$ cat src/rtl/cla_seq_ctrl_if.sv
// cla_seq_ctrl_if
//   Handshake, operand/result bus and external-adder hookup for cla_seq_ctrl.
//   Parameter WORDS : number of 16-bit words per operand (1..8).
//   Requester side : Start, A_In, B_In, C_In (and Op when CLA_SEQ_SUB_EN is
//                    defined) in; Ready, Busy, Done, Sum_Out, C_Out out.
//   Adder side     : Add_A, Add_B, Add_Cin out to a 16-bit combinational
//                    adder; Add_Sum, Add_Cout back in the same cycle.
//   Modports: slave = the controller, master = requester plus adder.
//   Optional macro: CLA_SEQ_SUB_EN adds the Op signal (0 = add, 1 = subtract).
interface cla_seq_ctrl_if #(
    parameter int WORDS = 4
);
    logic                  Start;
    logic [16*WORDS-1:0]   A_In;
    logic [16*WORDS-1:0]   B_In;
    logic                  C_In;
`ifdef CLA_SEQ_SUB_EN
    logic                  Op;
`endif
    logic                  Ready;
    logic                  Busy;
    logic                  Done;
    logic [16*WORDS-1:0]   Sum_Out;
    logic                  C_Out;
    logic [15:0]           Add_A;
    logic [15:0]           Add_B;
    logic                  Add_Cin;
    logic [15:0]           Add_Sum;
    logic                  Add_Cout;

    modport slave (
        input  Start, A_In, B_In, C_In,
`ifdef CLA_SEQ_SUB_EN
        input  Op,
`endif
        input  Add_Sum, Add_Cout,
        output Ready, Busy, Done, Sum_Out, C_Out,
        output Add_A, Add_B, Add_Cin
    );

    modport master (
        output Start, A_In, B_In, C_In,
`ifdef CLA_SEQ_SUB_EN
        output Op,
`endif
        output Add_Sum, Add_Cout,
        input  Ready, Busy, Done, Sum_Out, C_Out,
        input  Add_A, Add_B, Add_Cin
    );
endinterface

$ cat src/rtl/cla_seq_ctrl.sv
// cla_seq_ctrl
//   Sequences a WORDS x 16-bit addition through one external 16-bit
//   combinational CLA adder, one word per clock, least significant word first.
//   Ports:
//     clock   : single clock, rising edge
//     reset_n : asynchronous active-low reset
//     bus     : cla_seq_ctrl_if.slave (Start/operands in, Ready/Busy/Done,
//               Sum_Out/C_Out out, Add_* to and from the external adder)
//   Optional macro: CLA_SEQ_SUB_EN enables bus.Op; Op=1 computes A-B as
//   A + ~B + 1, so C_Out=1 means no borrow (A >= B).
module cla_seq_ctrl #(
    parameter int WORDS = 4
) (
    input  logic           clock,
    input  logic           reset_n,
    cla_seq_ctrl_if.slave  bus
);
    localparam logic [2:0] LAST = 3'(WORDS - 1);

    typedef enum logic [1:0] {S_IDLE, S_RUN, S_DONE} state_t;

    state_t                state_q, state_d;
    logic [16*WORDS-1:0]   a_q, b_q, sum_q;
    logic                  carry_q;
    logic [2:0]            idx_q;
    logic [15:0]           a_word, b_word;
    logic                  init_carry;
`ifdef CLA_SEQ_SUB_EN
    logic                  op_q;
`endif

    assign bus.Sum_Out = sum_q;
    assign bus.C_Out   = carry_q;

`ifdef CLA_SEQ_SUB_EN
    assign init_carry = bus.Op ? 1'b1 : bus.C_In;
`else
    assign init_carry = bus.C_In;
`endif

    always_comb begin
        a_word = '0;
        b_word = '0;
        for (int unsigned w = 0; w < WORDS; w++) begin
            if (idx_q == 3'(w)) begin
                a_word = a_q[w*16 +: 16];
                b_word = b_q[w*16 +: 16];
            end
        end
    end

    always_ff @(posedge clock or negedge reset_n) begin
        if (!reset_n) begin
            state_q <= S_IDLE;
        end else begin
            state_q <= state_d;
        end
    end

    always_comb begin
        state_d     = state_q;
        bus.Ready   = 1'b0;
        bus.Busy    = 1'b0;
        bus.Done    = 1'b0;
        bus.Add_A   = '0;
        bus.Add_B   = '0;
        bus.Add_Cin = 1'b0;
        case (state_q)
            S_IDLE: begin
                bus.Ready = 1'b1;
                if (bus.Start) state_d = S_RUN;
            end
            S_RUN: begin
                bus.Busy    = 1'b1;
                bus.Add_A   = a_word;
`ifdef CLA_SEQ_SUB_EN
                bus.Add_B   = op_q ? ~b_word : b_word;
`else
                bus.Add_B   = b_word;
`endif
                bus.Add_Cin = carry_q;
                if (idx_q == LAST) state_d = S_DONE;
            end
            S_DONE: begin
                bus.Done = 1'b1;
                state_d  = S_IDLE;
            end
            default: state_d = S_IDLE;
        endcase
    end

    // Datapath: operands latched on acceptance, one result word per RUN cycle.
    always_ff @(posedge clock or negedge reset_n) begin
        if (!reset_n) begin
            a_q     <= '0;
            b_q     <= '0;
            sum_q   <= '0;
            carry_q <= 1'b0;
            idx_q   <= '0;
`ifdef CLA_SEQ_SUB_EN
            op_q    <= 1'b0;
`endif
        end else begin
            if (state_q == S_IDLE && bus.Start) begin
                a_q     <= bus.A_In;
                b_q     <= bus.B_In;
                carry_q <= init_carry;
                idx_q   <= '0;
`ifdef CLA_SEQ_SUB_EN
                op_q    <= bus.Op;
`endif
            end else if (state_q == S_RUN) begin
                for (int unsigned w = 0; w < WORDS; w++) begin
                    if (idx_q == 3'(w)) sum_q[w*16 +: 16] <= bus.Add_Sum;
                end
                carry_q <= bus.Add_Cout;
                idx_q   <= idx_q + 3'd1;
            end
        end
    end
endmodule

$ cat src/flat_wrapper.sv
// flat-port wrapper written by rule: the top's interface ports become plain ports
module cla_seq_ctrl_flat 
#(
    parameter int WORDS = 4
)
  (clock, reset_n, bus_Start, bus_A_In, bus_B_In, bus_C_In, bus_Add_Sum, bus_Add_Cout, bus_Ready, bus_Busy, bus_Done, bus_Sum_Out, bus_C_Out, bus_Add_A, bus_Add_B, bus_Add_Cin);
  cla_seq_ctrl_if #(.WORDS(WORDS)) bus_i ();
  input  logic clock;
  input  logic reset_n;
  input wire logic [$bits(bus_i.Start)-1:0] bus_Start;
  input wire logic [$bits(bus_i.A_In)-1:0] bus_A_In;
  input wire logic [$bits(bus_i.B_In)-1:0] bus_B_In;
  input wire logic [$bits(bus_i.C_In)-1:0] bus_C_In;
  input wire logic [$bits(bus_i.Add_Sum)-1:0] bus_Add_Sum;
  input wire logic [$bits(bus_i.Add_Cout)-1:0] bus_Add_Cout;
  output wire logic [$bits(bus_i.Ready)-1:0] bus_Ready;
  output wire logic [$bits(bus_i.Busy)-1:0] bus_Busy;
  output wire logic [$bits(bus_i.Done)-1:0] bus_Done;
  output wire logic [$bits(bus_i.Sum_Out)-1:0] bus_Sum_Out;
  output wire logic [$bits(bus_i.C_Out)-1:0] bus_C_Out;
  output wire logic [$bits(bus_i.Add_A)-1:0] bus_Add_A;
  output wire logic [$bits(bus_i.Add_B)-1:0] bus_Add_B;
  output wire logic [$bits(bus_i.Add_Cin)-1:0] bus_Add_Cin;
  assign bus_i.Start = bus_Start;
  assign bus_i.A_In = bus_A_In;
  assign bus_i.B_In = bus_B_In;
  assign bus_i.C_In = bus_C_In;
  assign bus_i.Add_Sum = bus_Add_Sum;
  assign bus_i.Add_Cout = bus_Add_Cout;
  assign bus_Ready = bus_i.Ready;
  assign bus_Busy = bus_i.Busy;
  assign bus_Done = bus_i.Done;
  assign bus_Sum_Out = bus_i.Sum_Out;
  assign bus_C_Out = bus_i.C_Out;
  assign bus_Add_A = bus_i.Add_A;
  assign bus_Add_B = bus_i.Add_B;
  assign bus_Add_Cin = bus_i.Add_Cin;
  cla_seq_ctrl #(.WORDS(WORDS)) u_core (.clock(clock), .reset_n(reset_n), .bus(bus_i));
endmodule
$ cat config.mk
export PLATFORM = sky130hd
export DESIGN_NAME = cla_seq_ctrl_flat
export DESIGN_NICKNAME = d
export VERILOG_FILES = /design/src/rtl/cla_seq_ctrl_if.sv /design/src/rtl/cla_seq_ctrl.sv /design/src/flat_wrapper.sv
export SDC_FILE = /design/constraint.sdc
export NUM_CORES = 1
export LEC_CHECK = 0
export CAP_MARGIN = 5
export CORE_AREA = 2 2 149 151
export CTS_CLUSTER_DIAMETER = 200
export DETAILED_ROUTE_END_ITERATION = 12
export DIE_AREA = 0 0 151 153
export PLACE_DENSITY_LB_ADDON = 0.3
export SLEW_MARGIN = 5
export SYNTH_ARGS = -nofsm -noshare
export SYNTH_HDL_FRONTEND = slang
export SYNTH_SLANG_ARGS = --single-unit
export TNS_END_PERCENT = 10
$ cat constraint.sdc
create_clock -name clock -period 2.4 [get_ports clock]
set_input_delay 0.48 -clock clock [delete_from_list [all_inputs] [get_ports clock]]
set_output_delay 0.48 -clock clock [all_outputs]
set_load 0.005 [all_outputs]
==> flow_summary.yaml, run 1 <==
run_status:
  status: "finished, violations left"
  violations: "setup timing"
power:
  power_density_nw_per_um2: 1370
  ir_drop_mv: 0.648
  leakage_nw: 5.80
timing:
  setup_viol: 32
  finalHoldViolCount: 0
  fin_ws_ns: -0.372
  slew_headroom_pct: 58.1
  tightestPinTransition_ns: 0.629
  min_period_ns: 2.77
  finalMaxSlewViolations: 0
  worst_hold_slack_ns: 0.0132
  fin_worst_skew_ns: 0.0102
  fmax_ghz: 0.361
  rsz0062_at_grt: "yes"
  finalSetupTns_ns: -9.74
  finalCritPeriodShare_pct: 115
floorplan:
  initial_utilization_pct: 39.4
  core_area_um2: 21500
  die_area_um2: 23100
  die_h_um: 153
  die_w_um: 151
  io_pins: 250
  num_rows: 54
clock_tree:
  cts-hold-fix-buffers: 0
  cts_buffers: 17
  tritoncts: "built"
  clockRootBuffer: "clkbuf_16"
  clk_pin_slew_ns: 0.08
  cts.path.max_buffers: 2
  cts_sinks: 198
  cts_max_level: 4
  clk_latency_ns: 0.44
logic_synthesis:
  yosys.area_share.adder_pct: 0.739
  yosysWarnings: 0
  seq_area_frac_synth_pct: 58.6
  post-synth-top-count-cell: "nand2_1"
  synth_top_family_by_area: "simple AND/OR/NAND/NOR gates"
  yosys.area.top_type: "dfrtp_1"
  synth_cell_types: 25
  syn_avg_cell_area_um2: 9.77
  synth_commonest_cells: "nand2_1, dfrtp_1, mux2_2"
  async_flop_share_pct: 100
  synth-seq-cells: 198
  synth_top_area_share_pct: 58.6
  synth_edf_count: 0
  synth_xor_area_share_pct: 0
  syn-cell-area_um2: 8460
  synthMuxAreaShare_pct: 8.96
  ys.flop_type: "dfrtp_1"
  syn_inst: 866
  synth_fp_nets: 1020
  synth_compound_area_share_pct: 6.51
  synth_area_leaders: "dfrtp_1, nand2_1, mux2_2, a221oi_1, o31ai_1"
  yosys.area_share.simple_pct: 21.3
critical_path:
  required_ns: 1.92
  start_kind: "flop"
  r2r_cells: 9
  crit_type: "flop to output pin"
  crit_path_end_kind: "output pin"
  cp.arrival_ns: 2.29
  crit_fanout: 8
grt:
  grt_pass1_vias: 6959
  grt_pass1_wl_mm: 38.1
  grt_max_degree: 87
  antenna_found_initial: 0
  track_usage_pct: 21.3
  overflow: 0
detailed_routing:
  wl_per_cell_um: 17.9
  via_per_inst: 5.04
  vias: 7071
  met1_length_mm: 10.8
  route.detailed.drc: 0
  drt_iter0_drc: 465
  route.met2.wl_mm: 12.2
  drtPass1Iterations: 5
  routed.top_layer: "met4"
  ant_nets: 0
  drt-total-wl_mm: 25.1
  wl_met3_mm: 1.67
layout:
  fin_nets: 1265
  nFillCells: 1873
  drive_gt1_share_pct: 20.7
  design_area_um2: 12400
  ff_latch_area_um2: 4950
  multi_input_area_um2: 3650
  antenna_cells: 0
  instances_no_fill: 1404
  area_growth_pct: 47.0
placement:
  placedCellCount: 1366
  dpl_cell_area_um2: 11400
  numPortBuffers: 249
  place_congestion: 0.776
  dp.final_hpwl_mm: 16.0
job:
  maxCapViolCount: 0
worst_hold_path:
  hold_path.class: "input port to asynchronous set/reset pin"
[report_power, final]
group / internal (mW) / switching, mW / leakage, nW
clock: 1.42 / 1.47 / 0.289
combinational: 4.20 / 4.00 / 3.10
sequential: 4.98 / 0.959 / 2.41
total: 10.6 / 6.43 / 5.80
[worst paths after layout]
| path | from | end | slack, ns |
|---|---|---|---|
| max in group asynchronous | reset_n | u_core.b_q[21] | 1.69 |
| setup / recovery | u_core.idx_q[1] | bus_Add_B[13] | -0.37 |
| hold reg to reg | u_core.b_q[33] | u_core.b_q[33] | 0.48 |
| setup reg to reg | u_core.idx_q[0] | u_core.bus.Sum_Out[47] | 0.31 |
| min in group clock | u_core.b_q[33] | u_core.b_q[33] | 0.48 |
| hold / removal | reset_n | u_core.a_q[0] | 0.01 |
[placed cells by master, fill, tap and decap left out, drive strengths merged]
cell	count
or3b	1
mux2	64
o21ai	3
dfrtp	198
a221oi	32
o31ai	33
nand3	3
and3b	1
a22oi	1
nand2b	2
clkdlybuf4s50	216
clkbuf	22
nor2b	2
nand2	418
buf	65
or3	1
and2	1
and3	2
ha	5
clkinv	8
clkinvlp	1
nor3b	1
nor2	34
inv	10
[cells by family (layout without fill, tap and decap cells)]
logic type | after synthesis | after routing
AO/OA/AOI/OAI | 69 | 69
adder cells (fa/ha/maj) | 5 | 5
buffers and inverters | 64 | 322
flip-flops | 198 | 198
multiplexers | 64 | 64
AND/OR/NAND/NOR | 466 | 466
[metrics by stage]
stage	power [mW]	utilization, %	setup slack, ns
after floorplan	9.49	-	0.240
after global routing	18.2	57.9	-0.440
final	17.0	57.9	-0.372
after detailed placement	13.2	53.1	-0.341
after global placement	13.0	53.1	-0.338
after CTS	16.4	56.6	-0.483
[what timing repair did]
item                                    CTS  global route
endpoints found under the setup margin   33            33
setup buffers                             0             1
pin swaps                                 7            17
resized for setup                       133            75
gates cloned                              2             4
[worst max-delay path, stage by stage (launching register included)]
cell,delay (ns)
dfrtp_1,0.39
ha_2,0.21
ha_4,0.16
or3_4,0.47
buf_12,0.20
o31ai_2,0.27
buf_2,0.15
[registers in the layout (all words and copies together) (netlist names)]
signal / flops
u_core.b_q: 64
u_core.state_q: 2
u_core.bus.C_Out: 1
u_core.idx_q: 3
u_core.bus.Sum_Out: 64
u_core.a_q: 64
[layout make-up]
| class | count | share of cell area, % |
|---|---|---|
| clock buffers | 17 | 3.42 |
| clock inverters | 15 | 1.45 |
| inverters | 4 | 0.181 |
| multi-input cells | 604 | 29.3 |
| flip-flops and latches | 198 | 39.8 |
| well taps | 280 | 2.82 |
| repair buffers | 286 | 23.0 |
[metal layers]
layer / GRT usage, % / vias up
li1: - / 3315
met1: 28.7 / 3466
met2: 34.7 / 256
met3: 4.90 / 34
met4: 5.43 / 0
met5: 0 / -
No activity file was read; power rests on OpenSTA's default activity.
==> run 2, diff against run 1 <==
--- a/config.mk
+++ b/config.mk
@@ -5,7 +5,7 @@
 export SDC_FILE = /design/constraint.sdc
 export NUM_CORES = 1
 export LEC_CHECK = 0
-export CAP_MARGIN = 5
+export CAP_MARGIN = 20
 export CORE_AREA = 2 2 149 151
 export CTS_CLUSTER_DIAMETER = 200
 export DETAILED_ROUTE_END_ITERATION = 12
==> constraint.sdc (replaced) <==
create_clock -name clock -period 2.4 [get_ports clock]
set_input_delay 0.48 -clock clock [delete_from_list [all_inputs] [get_ports clock]]
set_output_delay 0.48 -clock clock [all_outputs]
set_load 0.02 [all_outputs]
==> flow_summary.yaml, run 2 (synthesis gave the netlist of run 1 again) <==
run_status:
  status: "finished, violations left"
  violations: "setup timing"
placement:
  numPortBuffers: 249
  placedCellCount: 1374
  place_congestion: 0.814
  dp.final_hpwl_mm: 15.8
clock_tree:
  cts_sinks: 198
  cts-hold-fix-buffers: 0
  clockRootBuffer: "clkbuf_16"
  clk_pin_slew_ns: 0.07
  cts.path.max_buffers: 2
  cts_max_level: 4
  clk_latency_ns: 0.43
  tritoncts: "built"
  cts_buffers: 17
critical_path:
  cp.arrival_ns: 2.22
  required_ns: 1.92
  crit_fanout: 16
  start_kind: "flop"
  crit_path_end_kind: "output pin"
  crit_type: "flop to output pin"
layout:
  antenna_cells: 0
  fin_nets: 1273
  fin_util_pct: 59.2
  ff_latch_area_um2: 4950
  area_growth_pct: 50.3
  nFillCells: 1827
  final_common_cell: "nand2_1"
  multi_input_area_um2: 3740
  instances_no_fill: 1412
  final_cell_mix: "nand2_1, clkdlybuf4s50_1, dfrtp_1"
  drive_gt1_share_pct: 21.6
timing:
  finalSetupTns_ns: -8.46
  finalHoldViolCount: 0
  fin_worst_skew_ns: 0.00838
  finalCritPeriodShare_pct: 113
  min_period_ns: 2.70
  fin_ws_ns: -0.301
  slew_headroom_pct: 64.5
  setup_viol: 32
  finalMaxSlewViolations: 0
  worst_hold_slack_ns: 0.0360
  tightestPinTransition_ns: 0.532
  fmax_ghz: 0.370
  rsz0062_at_grt: "yes"
detailed_routing:
  via_per_inst: 4.89
  ant_nets: 0
  drtPass1Iterations: 5
  wl_per_cell_um: 17.1
  vias: 6911
  drt_iter0_drc: 368
  drt-total-wl_mm: 24.2
  route.detailed.drc: 0
grt:
  grt_pass1_vias: 7060
  grt_max_degree: 72
  use_met2_pct: 32.4
  grt_pass1_wl_mm: 37.3
  track_usage_pct: 20.6
  antenna_found_initial: 0
  use_met3_pct: 4.99
  grt.met1_usage_pct: 28.0
  overflow: 0
  grt-busiest-layer: "met2"
floorplan:
  core_area_um2: 21500
  die_h_um: 153
  die_w_um: 151
  die_area_um2: 23100
  initial_utilization_pct: 39.4
  io_pins: 250
  num_rows: 54
power:
  leakage_nw: 5.88
  ir_drop_mv: 0.662
  fin_total_pwr_mw: 18.7
  power_density_nw_per_um2: 1470
job:
  maxCapViolCount: 0
worst_hold_path:
  hold_path.class: "input port to asynchronous set/reset pin"
run 2: power by group:
group,internal [mW],switching (mW)
Clock,1.60,1.37
Combinational,4.63,5.06
Sequential,4.99,1.02
Total,11.2,7.45
run 2: stage by stage:
step / setup WS (ns) / area (µm²)
floorplan: -0.0806 / 8480
global placement: -0.320 / 11500
detailed placement: -0.373 / 11500
CTS: -0.345 / 12100
global route: -0.365 / 12700
finish: -0.301 / 12700
run 2: critical path: stages, from the launching register on:
cell and delay [ns]:
dfrtp_1 0.40, ha_2 0.21, ha_4 0.16, or3_4 0.39, buf_12 0.19, o31ai_2 0.25, buf_4 0.18
run 2: area by class of cell:
type / count / share of cell area, %
well taps: 280 / 2.76
flip-flops and latches: 198 / 39.0
inverters: 4 / 0.157
multi-input cells: 604 / 29.4
repair buffers: 294 / 23.9
clock buffers: 19 / 3.48
clock inverters: 13 / 1.29
run 2: timing repair:
action | CTS | global route
setup endpoints to repair | 33 | 32
pin swaps | 5 | 16
gates resized for setup | 195 | 85
buffers inserted | 0 | 1
gates cloned | 0 | 5
run 2: metal layers:
layer  wire length, µm  vias to the layer above  share of wire (%)
li1                  -                     3330                  -
met1             10700                     3339                 44
met2             11500                      206                 47
met3              1500                       36                6.2
met4               510                        0                2.1
met5                 0                        -                  0
run 2: path summary, 6_finish.rpt:
kind | from | to | slack [ns] | cells past startpoint
hold / removal | reset_n | u_core.a_q[17] | 0.04 | 1
max in group asynchronous | reset_n | u_core.a_q[46] | 1.64 | 2
setup reg to reg | u_core.idx_q[0] | u_core.bus.Sum_Out[41] | 0.25 | 10
setup / recovery | u_core.idx_q[1] | bus_Add_A[0] | -0.30 | 6
hold reg to reg | u_core.a_q[37] | u_core.a_q[37] | 0.48 | 2
min in group clock | u_core.a_q[37] | u_core.a_q[37] | 0.48 | 2
